`config.mk`:
```
export PLATFORM = sky130hd
export DESIGN_NAME = mcu_reg_bridge_flat
export DESIGN_NICKNAME = d
export VERILOG_FILES = /design/src/rtl/fcart_reg_pkg.sv /design/src/rtl/mcu_reg_bridge_if.sv /design/src/rtl/spi_edge_sync.sv /design/src/rtl/mcu_reg_bridge.sv /design/src/flat_wrapper.sv
export SDC_FILE = /design/constraint.sdc
export NUM_CORES = 1
export LEC_CHECK = 0
export ABC_AREA = 1
export CELL_PAD_IN_SITES_DETAIL_PLACEMENT = 0
export CELL_PAD_IN_SITES_GLOBAL_PLACEMENT = 1
export CORE_MARGIN = 2
export CORE_UTILIZATION = 36
export DETAILED_ROUTE_END_ITERATION = 10
export PLACE_DENSITY_LB_ADDON = 0.1
export SLEW_MARGIN = 25
export SYNTH_ARGS = -nofsm -noshare
export SYNTH_HDL_FRONTEND = slang
export SYNTH_SLANG_ARGS = --single-unit
```
`constraint.sdc`:
```
create_clock -name clk -period 1.5 [get_ports clk]
set_clock_uncertainty 0.2 [all_clocks]
set_input_delay 0.225 -clock clk [delete_from_list [all_inputs] [get_ports clk]]
set_output_delay 0.225 -clock clk [all_outputs]
set_load 0.1 [all_outputs]
```
`src/rtl/fcart_reg_pkg.sv`:
```
// Shared register-bridge types: SPI opcodes, register addresses, the pending-write slot
// and the bridge FSM state encoding.
package fcart_reg_pkg;

  typedef enum logic [1:0] {
    OP_NOP   = 2'b00,
    OP_WRITE = 2'b01,
    OP_READ  = 2'b10,
    OP_RSVD  = 2'b11
  } spi_op_t;

  localparam logic [3:0] REG_MAPPER   = 4'd0;
  localparam logic [3:0] REG_LAUNCHER = 4'd1;

  typedef struct packed {
    logic        valid;
    logic [3:0]  addr;
    logic [12:0] value;
  } wr_slot_t;

  typedef enum logic [2:0] {
    ST_IDLE,
    ST_CMD,
    ST_WR_DATA,
    ST_RD_DATA,
    ST_IGNORE,
    ST_DONE
  } bridge_state_t;

endpackage

```
`src/rtl/mcu_reg_bridge_if.sv`:
```
// SPI link between the MCU (master) and the register bridge (slave).
interface mcu_reg_bridge_if;
  logic spi_sck;
  logic spi_cs_n;
  logic spi_mosi;
  logic spi_miso;

  modport master (output spi_sck, output spi_cs_n, output spi_mosi, input spi_miso);
  modport slave  (input spi_sck, input spi_cs_n, input spi_mosi, output spi_miso);
endinterface

```
`src/rtl/spi_edge_sync.sv`:
```
// Brings the asynchronous SPI pins into the clk domain and derives single-cycle
// edge pulses for sck and cs_n.
module spi_edge_sync #(
  parameter int SYNC_STAGES = 2
) (
  input  logic clk,
  input  logic reset,
  input  logic i_sck,
  input  logic i_cs_n,
  input  logic i_mosi,
  output logic o_sck_rise,
  output logic o_sck_fall,
  output logic o_cs_fall,
  output logic o_cs_rise,
  output logic o_mosi
);

  logic [SYNC_STAGES-1:0] r_sck_sync;
  logic [SYNC_STAGES-1:0] r_cs_sync;
  logic [SYNC_STAGES-1:0] r_mosi_sync;
  logic                   r_sck_d;
  logic                   r_cs_d;

  always_ff @(posedge clk) begin
    if (reset) begin
      // NOTE: cs_n resets to "asserted" so a frame already in progress when reset
      // releases never produces a fall pulse; only a genuine high->low edge does.
      r_sck_sync  <= '0;
      r_cs_sync   <= '0;
      r_mosi_sync <= '0;
      r_sck_d     <= 1'b0;
      r_cs_d      <= 1'b0;
    end else begin
      // NOTE: non-blocking assignments let every stage sample its pre-edge neighbour.
      r_sck_sync  <= {r_sck_sync[SYNC_STAGES-2:0], i_sck};
      r_cs_sync   <= {r_cs_sync[SYNC_STAGES-2:0], i_cs_n};
      r_mosi_sync <= {r_mosi_sync[SYNC_STAGES-2:0], i_mosi};
      r_sck_d     <= r_sck_sync[SYNC_STAGES-1];
      r_cs_d      <= r_cs_sync[SYNC_STAGES-1];
    end
  end

  assign o_sck_rise = r_sck_sync[SYNC_STAGES-1] & ~r_sck_d;
  assign o_sck_fall = ~r_sck_sync[SYNC_STAGES-1] & r_sck_d;
  assign o_cs_fall  = ~r_cs_sync[SYNC_STAGES-1] & r_cs_d;
  assign o_cs_rise  = r_cs_sync[SYNC_STAGES-1] & ~r_cs_d;
  assign o_mosi     = r_mosi_sync[SYNC_STAGES-1];

endmodule

```
`src/rtl/mcu_reg_bridge.sv`:
```
// SPI slave decoding MCU register writes into a rate-limited, toggle-announced
// wr_reg/wr_reg_addr pair, and serving snapshotted status_reg reads.
module mcu_reg_bridge
  import fcart_reg_pkg::*;
#(
  parameter int SYNC_STAGES = 2,
  parameter int HOLD_CYCLES = 512
) (
  input  logic                 clk,
  input  logic                 reset,
  mcu_reg_bridge_if.slave      spi,
  input  logic [31:0]          status_reg,
  output logic [12:0]          wr_reg,
  output logic [3:0]           wr_reg_addr,
  output logic                 wr_reg_changed,
  output logic                 overflow
);

  localparam int                   TIMER_W     = $clog2(HOLD_CYCLES + 1);
  localparam logic [TIMER_W-1:0]   HOLD_RELOAD = TIMER_W'(HOLD_CYCLES - 1);

  logic w_sck_rise, w_sck_fall, w_cs_fall, w_cs_rise, w_mosi;

  spi_edge_sync #(.SYNC_STAGES(SYNC_STAGES)) u_sync (
    .clk        (clk),
    .reset      (reset),
    .i_sck      (spi.spi_sck),
    .i_cs_n     (spi.spi_cs_n),
    .i_mosi     (spi.spi_mosi),
    .o_sck_rise (w_sck_rise),
    .o_sck_fall (w_sck_fall),
    .o_cs_fall  (w_cs_fall),
    .o_cs_rise  (w_cs_rise),
    .o_mosi     (w_mosi)
  );

  bridge_state_t      r_state;
  logic [2:0]         r_bit_cnt;
  logic [1:0]         r_byte_cnt;
  logic [12:0]        r_shift_in;
  logic [3:0]         r_cmd_addr;
  logic [31:0]        r_rd_shift;
  logic               r_miso;
  logic [12:0]        w_shift_next;

  // Only the low 13 bits are kept: the payload's top three bits fall off the end.
  assign w_shift_next = {r_shift_in[11:0], w_mosi};

  always_ff @(posedge clk) begin
    if (reset) begin
      r_state    <= ST_IDLE;
      r_bit_cnt  <= '0;
      r_byte_cnt <= '0;
      r_shift_in <= '0;
      r_cmd_addr <= '0;
      r_rd_shift <= '0;
      r_miso     <= 1'b0;
    end else if (w_cs_rise) begin
      r_state    <= ST_IDLE;
      r_bit_cnt  <= '0;
      r_byte_cnt <= '0;
      r_shift_in <= '0;
      r_rd_shift <= '0;
      r_miso     <= 1'b0;
    end else begin
      case (r_state)
        ST_IDLE: if (w_cs_fall) begin
          r_state    <= ST_CMD;
          r_bit_cnt  <= '0;
          r_byte_cnt <= '0;
          r_shift_in <= '0;
        end
        ST_CMD: if (w_sck_rise) begin
          r_shift_in <= w_shift_next;
          r_bit_cnt  <= r_bit_cnt + 3'd1;
          if (r_bit_cnt == 3'd7) begin
            r_cmd_addr <= w_shift_next[3:0];
            case (spi_op_t'(w_shift_next[7:6]))
              OP_WRITE: r_state <= ST_WR_DATA;
              OP_READ: begin
                r_state    <= ST_RD_DATA;
                r_rd_shift <= status_reg;
              end
              default:  r_state <= ST_IGNORE;
            endcase
          end
        end
        ST_WR_DATA: if (w_sck_rise) begin
          r_shift_in <= w_shift_next;
          r_bit_cnt  <= r_bit_cnt + 3'd1;
          if (r_bit_cnt == 3'd7) begin
            r_byte_cnt <= r_byte_cnt + 2'd1;
            if (r_byte_cnt == 2'd1) r_state <= ST_DONE;
          end
        end
        // Zeros shift in behind the snapshot, so bytes past the fourth read as 0.
        ST_RD_DATA: if (w_sck_fall) begin
          r_miso     <= r_rd_shift[31];
          r_rd_shift <= {r_rd_shift[30:0], 1'b0};
        end
        ST_DONE: r_state <= ST_IGNORE;
        default: ;
      endcase
    end
  end

  assign spi.spi_miso = r_miso;

  wr_slot_t           r_slot;
  logic [TIMER_W-1:0] r_timer;
  logic [12:0]        r_wr_reg;
  logic [3:0]         r_wr_addr;
  logic               r_toggle;
  logic               r_overflow;
  logic               w_commit;

  assign w_commit = r_slot.valid && (r_timer == '0);

  always_ff @(posedge clk) begin
    if (reset) begin
      r_slot     <= '0;
      r_timer    <= '0;
      r_wr_reg   <= '0;
      r_wr_addr  <= '0;
      r_toggle   <= 1'b0;
      r_overflow <= 1'b0;
    end else begin
      if (w_commit) begin
        r_wr_reg  <= r_slot.value;
        r_wr_addr <= r_slot.addr;
        r_toggle  <= ~r_toggle;
        r_timer   <= HOLD_RELOAD;
      end else if (r_timer != '0) begin
        r_timer <= r_timer - TIMER_W'(1);
      end
      // A slot being committed this edge is free, so refilling it is not an overflow.
      if (r_state == ST_DONE) begin
        r_slot.valid <= 1'b1;
        r_slot.addr  <= r_cmd_addr;
        r_slot.value <= r_shift_in;
        if (r_slot.valid && !w_commit) r_overflow <= 1'b1;
      end else if (w_commit) begin
        r_slot.valid <= 1'b0;
      end
    end
  end

  assign wr_reg         = r_wr_reg;
  assign wr_reg_addr    = r_wr_addr;
  assign wr_reg_changed = r_toggle;
  assign overflow       = r_overflow;

endmodule
```
`src/flat_wrapper.sv`:
```
// flat-port wrapper written by rule: the top's interface ports become plain ports
module mcu_reg_bridge_flat import fcart_reg_pkg::*;
#(
  parameter int SYNC_STAGES = 2,
  parameter int HOLD_CYCLES = 512
)
  (clk, reset, status_reg, wr_reg, wr_reg_addr, wr_reg_changed, overflow, spi_spi_sck, spi_spi_cs_n, spi_spi_mosi, spi_spi_miso);
  mcu_reg_bridge_if spi_i ();
  input  logic clk;
  input  logic reset;
  input  logic [31:0] status_reg;
  output logic [12:0] wr_reg;
  output logic [3:0] wr_reg_addr;
  output logic wr_reg_changed;
  output logic overflow;
  input wire logic [$bits(spi_i.spi_sck)-1:0] spi_spi_sck;
  input wire logic [$bits(spi_i.spi_cs_n)-1:0] spi_spi_cs_n;
  input wire logic [$bits(spi_i.spi_mosi)-1:0] spi_spi_mosi;
  output wire logic [$bits(spi_i.spi_miso)-1:0] spi_spi_miso;
  assign spi_i.spi_sck = spi_spi_sck;
  assign spi_i.spi_cs_n = spi_spi_cs_n;
  assign spi_i.spi_mosi = spi_spi_mosi;
  assign spi_spi_miso = spi_i.spi_miso;
  mcu_reg_bridge #(.SYNC_STAGES(SYNC_STAGES), .HOLD_CYCLES(HOLD_CYCLES)) u_core (.clk(clk), .reset(reset), .spi(spi_i), .status_reg(status_reg), .wr_reg(wr_reg), .wr_reg_addr(wr_reg_addr), .wr_reg_changed(wr_reg_changed), .overflow(overflow));
endmodule
```
==> impl_metrics.json <==
{
  "outcome": "complete, but fails checks",
  "violations": "setup timing",
  "p_per_area_mw_per_mm2": 1427,
  "die_h_um": 122.8,
  "multi_input_area_mm2": 0.003072,
  "die_w_um": 122.8,
  "synthSimpleGateAreaFrac_pct": 32.72,
  "yosysTopAreaCellShare_pct": 44.54,
  "crit_chain": "buf_6 -> buf_6 -> nor2_4 -> nand4_4 -> buf_12 -> buf_16 -> nand2_2 -> nand2_1 -> nor2_1",
  "clk_pin_slew_ps": 50,
  "fillers": 1180,
  "grt_pass1_vias": 4867,
  "slew-limit-headroom_pct": 75.42,
  "final_common_cell": "nand2_1",
  "worstPathArrival_ps": 1810,
  "p_leak_uw": 0.003338,
  "top_register": "u_core.r_rd_shift",
  "grt_max_degree": 37,
  "final_max_slew_viol_count": 0,
  "yosys-top-cells-area": "dfxtp_1 (45%), nand2_1 (14%), nand3_1 (8.5%), a21oi_1 (8.1%), nor2_1 (5.2%)",
  "drive_gt1_share_pct": 38.48,
  "peakVddDrop_v": 0.0007775,
  "synth_cell_type_count": 29,
  "dr.pass1.iters": 4,
  "avgViaCountPerCell": 4.936,
  "n_antenna_cell": 0,
  "area_growth_syn_to_layout_pct": 65.46,
  "synth_top_family_by_area": "simple AND/OR/NAND/NOR gates",
  "syn_area_per_cell_um2": 7.034,
  "grt_usage_pct": 19.37,
  "core_area_mm2": 0.01383,
  "fin_hold_ws_ps": 143.1,
  "tritoncts": "yes",
  "grt_pass1_wl_um": 23010,
  "cts_inserted_buffers": 17,
  "cts.htree.levels": 4,
  "critPathTopFamily": "buffers and inverters",
  "worstPathRequired_ps": 1640,
  "clock_latency_ps": 410,
  "timing.fmax_ghz": 0.6008,
  "setup_violations": 98,
  "syn_nets": 765,
  "cp_num_buf_inv": 4,
  "hpwl_um": 8662,
  "final.setup.worst_slack_ps": -164.4,
  "seq_area_mm2": 0.002290,
  "ios": 57,
  "synth_top_area_cell": "dfxtp_1",
  "tns_ps": -7960,
  "post-route-min-period_ps": 1664,
  "slowest_delay_ps": 360,
  "drt-total-wl_um": 15300,
  "finalCritPeriodShare_pct": 111.0,
  "cap_violations": 0,
  "critPathMostFrequentCell": "buf_6",
  "gp_congestion": 0.7927,
  "synth_seq_cells": 113,
  "worst-path-max-fanout": 5,
  "seq_area_frac_synth_pct": 44.54,
  "wl_per_cell_um": 14.60,
  "synthCells": 722,
  "finalNetCount": 899,
  "hold_viol": 0,
  "rsz0062_at_grt": "true",
  "end_kind": "flip-flop",
  "vias": 5173,
  "root_buffer": "clkbuf_16",
  "route.detailed.drc": 0,
  "final_util_pct": 60.77,
  "min_path_type": "input port to flip-flop",
  "first_iter_violations": 287,
  "initial_core_util_pct": 36.73,
  "largest_reg_flops": 32,
  "rows": 43,
  "power_uw": 11990,
  "ys_warn_count": 0,
  "ant_nets": 0,
  "clockBufferDepth": 2,
  "syn_area_mm2": 0.005079,
  "tightest_slew_ps": 368.6,
  "portBuffers": 56,
  "critical_path_class": "flip-flop to flip-flop",
  "cp_slowest_cell": "dfxtp_4",
  "synthMuxAreaShare_pct": 0,
  "synth_xor_area_share_pct": 0.8623,
  "dieArea_mm2": 0.01507,
  "synth-compound-area-share_pct": 10.91,
  "grt_antenna_before_repair": 0,
  "final_cell_mix": "nand2_1 (141), dfxtp_1 (97), nand3_1 (68)",
  "synthAdderAreaFrac_pct": 1.478,
  "worst_setup_path_start_kind": "flip-flop",
  "cts.sinks": 113,
  "top_regs": "u_core.r_rd_shift (32), u_core.r_slot (18)",
  "grt_overflow": 0
}
-- logic make-up after synthesis --
group | Yosys count
compound gates | 109
xor+xnor | 5
fa+ha+maj | 6
buf+inv | 109
flops | 113
simple gates | 380
-- per-layer routing --
metal  track usage [%]  vias up  part of all wire, %
li1                  -     2610                    -
met1             23.76     2453                   44
met2             32.22      100                   51
met3             4.879       10                  3.8
met4             8.118        0                  1.0
met5                 0        -                    0
-- worst register-to-register path, delay by kind of cell, from the launching register on --
kind / cells / cell delay, ps
DFF: 1 / 360
and+or+nand+nor: 5 / 480
buffers and inverters: 4 / 570
-- power breakdown --
group,switching (uW),internal [uW],total [uW]
clock,1370,2560,3920
combinational,2390,2250,4640
sequential,171,3260,3430
total,3920,8070,12000
-- through the flow --
step	worst slack [ps]	std cells	instance area, um2
after global routing	-241.5	1048	8403
after CTS	-145.4	1035	7796
after global placement	-198.1	975	6531
after detailed placement	-222.0	975	6531
after floorplan	-21.09	722	5166
final	-164.4	1048	8403
-- cell usage after synthesis, drive strengths merged --
cell	instances
a21boi	2
nand3	87
xor2	2
nand2	191
ha	6
clkinv	1
nor3	2
nor2	76
buf	26
o21ai	25
inv	64
nand4	23
xnor2	3
a21oi	82
dfxtp	113
or2	1
clkbuf	18
-- worst paths after layout --
path | startpoint | slack [ps] | end | cells past startpoint
max | u_core.r_state[2] | -160 | u_core.r_shift_in[2] | 9
min | spi_spi_sck | 140 | u_core.u_sync.r_sck_sync[0] | 3
max reg2reg | u_core.r_state[2] | -160 | u_core.r_shift_in[2] | 9
min reg2reg | u_core.u_sync.r_cs_sync[0] | 210 | u_core.u_sync.r_cs_sync[1] | 2
-- area by class of cell --
cell class,instances,share of cell area (%)
Multi-Input combinational cell,500,36.55
Inverter,65,3.157
Clock inverter,9,1.281
Timing Repair Buffer,159,23.44
Clock buffer,22,5.643
Sequential cell,113,27.25
Tap cell,180,2.680
-- repair_timing --
action,CTS,global route
pin swaps,33,46
endpoints found under the setup margin,86,105
gates resized for setup,124,136
cloned,6,7
buffers inserted,27,11
hold buffers,0,0
Power figures use the tool's default switching activity.
